==> src/rtl/im2col_window_seq.sv <==
// Raster-scan request sequencer for im2Col: one request per valid kernel window, paced by valid/ready.
// Optional feature macro WIN_STRIDE_EN enables a programmable window stride (default: stride 1).
module im2col_window_seq #(
  parameter int ADDR_W = 8,
  parameter int KER_W  = 4,
  parameter int STR_W  = 3
) (
  input  logic                  iClk,
  input  logic                  iRst,
  input  logic                  iStart,
  input  logic [ADDR_W-1:0]     iImgW,
  input  logic [ADDR_W-1:0]     iImgH,
  input  logic [KER_W-1:0]      iKerW,
  input  logic [STR_W-1:0]      iStride,
  input  logic                  iRdy,
  output logic [KER_W-1:0]      oKerWidth,
  output logic [ADDR_W-1:0]     oStartX,
  output logic [ADDR_W-1:0]     oStartY,
  output logic                  oDv,
  output logic                  oBusy,
  output logic                  oDone,
  output logic                  oErr,
  output logic [2*ADDR_W-1:0]   oWinCnt
);

  localparam int AW1 = ADDR_W + 1;
  localparam int CW  = 2 * ADDR_W;

  typedef enum logic [1:0] {IDLE, CHECK, ISSUE, DONE} state_t;

  state_t            state;
  logic [ADDR_W-1:0] img_w, img_h;
  logic [AW1-1:0]    k_ext, lim_x, lim_y, step, x_nxt, y_nxt;
  logic              start_ok, xfer, x_wrap, y_end, too_big;

  assign start_ok = (state == IDLE) && iStart;
  assign xfer     = (state == ISSUE) && oDv && iRdy;

`ifdef WIN_STRIDE_EN
  logic [STR_W-1:0] stride;

  always_ff @(posedge iClk) begin
    if (start_ok) stride <= iStride;
  end

  assign step = AW1'(stride) + AW1'(1);
`else
  logic unused_stride;

  assign unused_stride = ^iStride;
  assign step          = AW1'(1);
`endif

  // Config is held only while a scan runs, so it needs no reset.
  always_ff @(posedge iClk) begin
    if (start_ok) begin
      img_w <= iImgW;
      img_h <= iImgH;
      k_ext <= AW1'(iKerW) + AW1'(1);
    end
  end

  // All compares are one bit wider than the address so sums cannot wrap.
  assign too_big = (k_ext > {1'b0, img_w}) || (k_ext > {1'b0, img_h});
  assign lim_x   = {1'b0, img_w} - k_ext;
  assign lim_y   = {1'b0, img_h} - k_ext;
  assign x_nxt   = {1'b0, oStartX} + step;
  assign y_nxt   = {1'b0, oStartY} + step;
  assign x_wrap  = x_nxt > lim_x;
  assign y_end   = y_nxt > lim_y;

  always_ff @(posedge iClk or negedge iRst) begin
    if (!iRst) begin
      state     <= IDLE;
      oKerWidth <= '0;
      oStartX   <= '0;
      oStartY   <= '0;
      oDv       <= 1'b0;
      oBusy     <= 1'b0;
      oDone     <= 1'b0;
      oErr      <= 1'b0;
      oWinCnt   <= '0;
    end else begin
      case (state)
        IDLE: begin
          oDone <= 1'b0;
          if (iStart) begin
            state     <= CHECK;
            oBusy     <= 1'b1;
            oErr      <= 1'b0;
            oWinCnt   <= '0;
            oStartX   <= '0;
            oStartY   <= '0;
            oKerWidth <= iKerW;
          end
        end
        CHECK: begin
          if (too_big) begin
            oErr  <= 1'b1;
            oDone <= 1'b1;
            state <= DONE;
          end else begin
            oDv   <= 1'b1;
            state <= ISSUE;
          end
        end
        ISSUE: begin
          if (xfer) begin
            oWinCnt <= oWinCnt + CW'(1);
            if (!x_wrap) begin
              oStartX <= x_nxt[ADDR_W-1:0];
            end else if (!y_end) begin
              oStartX <= '0;
              oStartY <= y_nxt[ADDR_W-1:0];
            end else begin
              oDv   <= 1'b0;
              oDone <= 1'b1;
              state <= DONE;
            end
          end
        end
        DONE: begin
          oDone <= 1'b0;
          oBusy <= 1'b0;
          state <= IDLE;
        end
        default: begin
          oDv   <= 1'b0;
          oBusy <= 1'b0;
          oDone <= 1'b0;
          state <= IDLE;
        end
      endcase
    end
  end

endmodule

==> config.mk <==
export PLATFORM = sky130hd
export DESIGN_NAME = im2col_window_seq
export DESIGN_NICKNAME = d
export VERILOG_FILES = /design/src/rtl/im2col_window_seq.sv
export SDC_FILE = /design/constraint.sdc
export NUM_CORES = 1
export LEC_CHECK = 0
export CAP_MARGIN = 30
export CORE_MARGIN = 2
export CORE_UTILIZATION = 50
export CTS_CLUSTER_DIAMETER = 200
export DETAILED_ROUTE_END_ITERATION = 10
export PLACE_DENSITY = 0.76
export SKIP_CTS_REPAIR_TIMING = 1
export SYNTH_ARGS = -nofsm -noshare
export SYNTH_HDL_FRONTEND = slang
export SYNTH_SLANG_ARGS = --single-unit
==> constraint.sdc <==
create_clock -name iClk -period 6.82 [get_ports iClk]
set_input_delay 1.364 -clock iClk [delete_from_list [all_inputs] [get_ports iClk]]
set_output_delay 1.364 -clock iClk [all_outputs]
set_load 0.02 [all_outputs]
==> Word level (Yosys, flattened, before mapping) <==
Index checks and enable logic that the tools add are counted.
{ "op_classes": {"n_lt_le_gt_ge": 4, "addsub": 6, "reduce_logical": 19, "eq_ne": 11, "muxes": 32} }
{ "ops": {"columns": ["operator", "count"], "rows": [
  ["8-bit two-way mux", 7],
  ["16-bit two-way mux", 2],
  ["16-bit one-hot mux with 2 select lines", 1],
  ["8-bit one-hot mux with 2 select lines", 2],
  ["8-bit by 1-bit adder with 9-bit output (second input constant)", 2],
  ["9-bit by 8-bit > comparator with 1-bit output", 2],
  ["9-bit > comparator", 2],
  ["8-bit by 9-bit subtractor with 9-bit output", 2],
  ["16-bit by 1-bit adder with 16-bit output (second input constant)", 1],
  ["2-bit inequality test (second input constant)", 7],
  ["4-bit AND reduction", 3],
  ["1-bit two-way mux", 11],
  ["5-bit AND reduction", 2],
  ["2-bit two-way mux", 4],
  ["2-bit one-hot mux with 4 select lines", 1],
  ["2-bit nonzero test", 4],
  ["1-bit one-hot mux with 2 select lines", 3],
  ["3-bit AND reduction", 2],
  ["4-bit by 1-bit adder with 5-bit output (second input constant)", 1],
  ["2-bit == test (second input constant)", 2],
  ["2-bit AND reduction", 2],
  ["1-bit logical AND", 3],
  ["3-bit inequality test (second input constant)", 1],
  ["1-bit one-hot mux with 3 select lines", 1],
  ["other kinds (4)", 4]
]} }
{ "word_totals": {"wordCells": 84, "in_bits": 27, "output_inout_bits": 40, "ff_bits": 67} }

==> Longest topological paths before layout <==
{ "depth": {"ltp_word": 6, "ltp_mapped": 17} }

==> Worst setup path before layout <==
OpenSTA, ideal clock, no wires.
{ "synth_timing": {"path_kind": "register to register", "from": "register k_ext[1]", "to": "register oDone", "setup_time_ns": 0.125, "path_buffers": 1, "setup_slack_ns": 3.581, "period_less_slack_ns": 3.239, "required_time_ns": 6.695, "path_stages_with_launch": 16, "arrival_ns": 3.115, "cell_sequence": "edfxtp_1 inv_1 ha_1 nor2b_1 o21ai_0 o22ai_1 nor4_1 xnor2_1 ha_1 nand4_2 or3_4 o31a_1 buf_6 o211ai_1 o2bb2ai_1 mux2_2"} }
{ "synth_via": {"elab_chain_len": 4} }
{ "synth_lines": {"columns": ["item", "line_no", "rtl"], "rows": [
  ["start, declared", "33", "logic [AW1-1:0] k_ext, lim_x, lim_y, step, x_nxt, y_nxt;"],
  ["start signal, assigned", "59", "k_ext <= AW1'(iKerW) + AW1'(1);"],
  ["8-bit by 9-bit subtractor with 9-bit output, or another cell as far along", "66", "assign lim_y = {1'b0, img_h} - k_ext;"],
  ["9-bit > comparator, or another cell as far along", "70", "assign y_end = y_nxt > lim_y;"],
  ["2-bit inequality test (no line)", null, null],
  ["4-bit AND reduction (no line) (*)", null, null],
  ["end signal, assigned", "80", "oDone <= 1'b0;"],
  ["end signal, assigned", "86", "oDone <= 1'b0;"],
  ["end signal, assigned", "100", "oDone <= 1'b1;"],
  ["end, declared", "21", "output logic oDone,"]
]} }
Every way passes the cells marked *; elsewhere a longest branch is shown, timed or not.
A chain may end at the register's enable or synchronous reset.

==> Final worst setup path <==
{ "layout_timing": {"from": "register k_ext[1]", "to": "register state[1]"} }
{ "layout_via": {"elab_chain_len": 4} }
{ "layout_lines": {"columns": ["item", "line_no", "rtl"], "rows": [
  ["8-bit by 9-bit subtractor with 9-bit output (on tied branches)", "66, 65", null],
  ["9-bit > comparator (on tied branches)", "70, 69", null],
  ["2-bit inequality test (no line)", null, null],
  ["4-bit AND reduction (no line) (*)", null, null],
  ["end signal, assigned", "74", "state <= IDLE;"],
  ["end signal, assigned", "88", "state <= CHECK;"],
  ["end signal, assigned", "101", "state <= DONE;"],
  ["end, declared", "31", "state_t state;"]
]} }
Marked as above.

==> results.cfg <==
[sta]
setup_viol_count_final = 0
relSlewSlack_pct = 31.6
period_share_pct = 58.2
worst_pin_slew_ps = 1020
skew_ps = 14.4
rsz0062_at_grt = false
whs_ps = 503
timing.setup.tns_ps = 0
finalHoldViolCount = 0
fmax_mhz = 252
slew_violations = 0
min_period_ps = 3970

[critical_path]
cp_cell_sequence = inv_1 -> ha_1 -> nor2b_1 -> o21ai_0 -> o22ai_1 -> nor4_1 -> xnor2_1 -> ha_1 -> nand4_2 -> o21ai_0 -> o31a_1 -> o211ai_4 -> a21boi_4 -> mux2_4
slowest_delay_ps = 470
crit_arrival_ps = 4200
worst_ep_required_time_ps = 7050
crit_fanout = 10
path_class = flop to flop
worstSetupEndpointType = flop
worstSetupStartpointType = flop
slowest_stage = edfxtp_1

[synth]
ys_seq_area_share_pct = 41.8
avgSynthCellArea_um2 = 10.1
synth_area_um2 = 4030
synth_edf_count = 21
synth-main-ff-cell = dfrtp_1
ys_types = 52
syn_inst = 400
ys_warn_count = 0
ys_ff_latch = 63
synth_fp_nets = 465
synth-async-reset-ratio_pct = 66.7

[cts]
ctsHtreeMaxLevel = 3
cts.sinks = 63
cts_tree = built
path_clk_slew_ps = 70
clock_latency_ps = 340
cts_buffers = 9
clock_tree.root_cell = clkbuf_8
clockBufferDepth = 2

[worst_hold_path]
hold_class = flop to flop

[global_route]
grt_first_pass_wirelength_mm = 14.1
grt_overflow = 0
grt_max_degree = 28
grtUsageTotal_pct = 20.7
grt_pass1_vias = 3024
antenna_found_initial = 0

[die]
die_area_um2 = 8780
core_area_um2 = 7770
rows = 32
io_pins = 67
fp.dieH_um = 93.7
die_w_um = 93.7
start_util_pct = 51.8

[run]
maxCapViolCount = 0

[route]
drtIter0Drc = 165
dr_total_vias = 3203
wl_mm = 8.71
viasPerCell = 5.57
drc_errors = 0
firstDrtPassIters = 5
ant_nets = 0
wl_per_cell_um = 15.1

[layout]
fillCellCount = 634
final_cell_mix = clkdlybuf4s50_1 (62), dfrtp_1 (42), nand2_1 (36), ha_1 (36), nor2_1 (33)
area_growth_pct = 24.5
n_antenna_cell = 0
drive_gt1_share_pct = 7.19
nNetsFinal = 533
mostFrequentLayoutCell = clkdlybuf4s50_1

[power]
ir_drop_mv = 0.196
leakagePower_nw = 2.17
power_density_nw_per_um2 = 348

[outcome]
status = complete, no violations

[placement]
dp_hpwl_mm = 6.53
portBuffers = 63
globalplace.congestion = 0.783
[state kept, by name, indices dropped and copies added (netlist names)]
register / cells
img_h: 8
img_w: 8
k_ext: 5
oBusy: 1
oDone: 1
oDv: 1
oErr: 1
oKerWidth: 4
oStartX: 8
oStartY: 8
oWinCnt: 16
state: 2
[kinds of logic after synthesis]
logic type / count (synthesis) / share of synthesized area, %
mux: 9 / 2.49
buf+inv: 35 / 3.48
compound gates: 72 / 12.9
simple gates: 143 / 18.5
xor+xnor: 40 / 8.70
flops: 63 / 41.8
fa+ha+maj: 38 / 12.2
[where the power goes]
| part | total, W | internal [W] | switching [W] |
|---|---|---|---|
| clock | 0.000368 | 0.000226 | 0.000143 |
| sequential | 0.000568 | 0.000479 | 0.0000888 |
| combinational | 0.000808 | 0.000350 | 0.000458 |
| total | 0.00174 | 0.00105 | 0.000689 |
[stage by stage]
step	area, µm²	util, %	setup slack, ps	total power, W	cells
floorplan	4030	-	3580	0.00111	400
global placement	4740	61.1	3020	0.00134	557
detailed placement	4790	61.6	2860	0.00138	559
CTS	5010	64.5	2840	0.00175	575
global route	5010	64.5	2440	0.00186	575
finish	5010	64.5	2850	0.00174	575
[path summary, 6_finish.rpt]
kind | start | end | slack (ps) | depth (start not counted)
max | k_ext[1] | state[1] | 2850 | 14
min | oKerWidth[2] | oKerWidth[2] | 500 | 1
max reg2reg | k_ext[1] | state[1] | 2850 | 14
min reg2reg | oKerWidth[2] | oKerWidth[2] | 500 | 1
max in group asynchronous | iRst | oWinCnt[10] | 5300 | 2
min in group asynchronous | iRst | oWinCnt[13] | 1010 | 1
[Yosys cell counts (2+ instances only)]
| cell type | count | area (µm²) |
|---|---|---|
| a211o_1 | 4 | 35.0 |
| a21oi_1 | 14 | 70.1 |
| a22o_1 | 2 | 17.5 |
| a2bb2oi_1 | 2 | 17.5 |
| a32o_1 | 2 | 20.0 |
| and3_1 | 7 | 43.8 |
| and4_1 | 2 | 17.5 |
| clkbuf_1 | 7 | 26.3 |
| dfrtp_1 | 42 | 1050 |
| edfxtp_1 | 21 | 631 |
| fa_1 | 2 | 40.0 |
| ha_1 | 36 | 450 |
| inv_1 | 26 | 97.6 |
| mux2_2 | 4 | 45.0 |
| mux2i_1 | 4 | 40.0 |
| nand2_1 | 36 | 135 |
| nand2b_1 | 7 | 43.8 |
| nand3_1 | 24 | 120 |
| nand3b_1 | 3 | 22.5 |
| nand4_1 | 6 | 37.5 |
| nor2_1 | 33 | 124 |
| nor2b_1 | 5 | 31.3 |
| nor3_1 | 4 | 20.0 |
| nor4_1 | 6 | 37.5 |
| o211ai_1 | 9 | 67.6 |
| o21ai_0 | 19 | 95.1 |
| o21ai_1 | 2 | 10.0 |
| o22ai_1 | 6 | 37.5 |
| o2bb2ai_1 | 2 | 17.5 |
| or4_1 | 3 | 22.5 |
| xnor2_1 | 18 | 158 |
| xor2_1 | 22 | 193 |
[critical path: cells and delay by family, from the launching register on]
kind	cells	cell delay, ps
xor+xnor	1	120
buf+inv	1	150
compound gates	6	1710
fa+ha+maj	2	570
flops	1	470
mux	1	310
simple gates	3	530
[final cells by class]
type	count	area, µm²	area share (%)
clock buffers	13	159	3.17
clock inverters	3	65.1	1.30
multi-input cells	302	2200	44.0
flip-flops and latches	63	1680	33.6
inverters	26	97.6	1.95
repair buffers	66	676	13.5
well taps	102	128	2.55
[per-layer routing]
layer,part of all wire [%],track usage (%)
met5,0,0
met4,1.8,8.21
met3,5.0,4.41
met2,48,34.2
met1,45,26.6
Power figures use the tool's default switching activity.
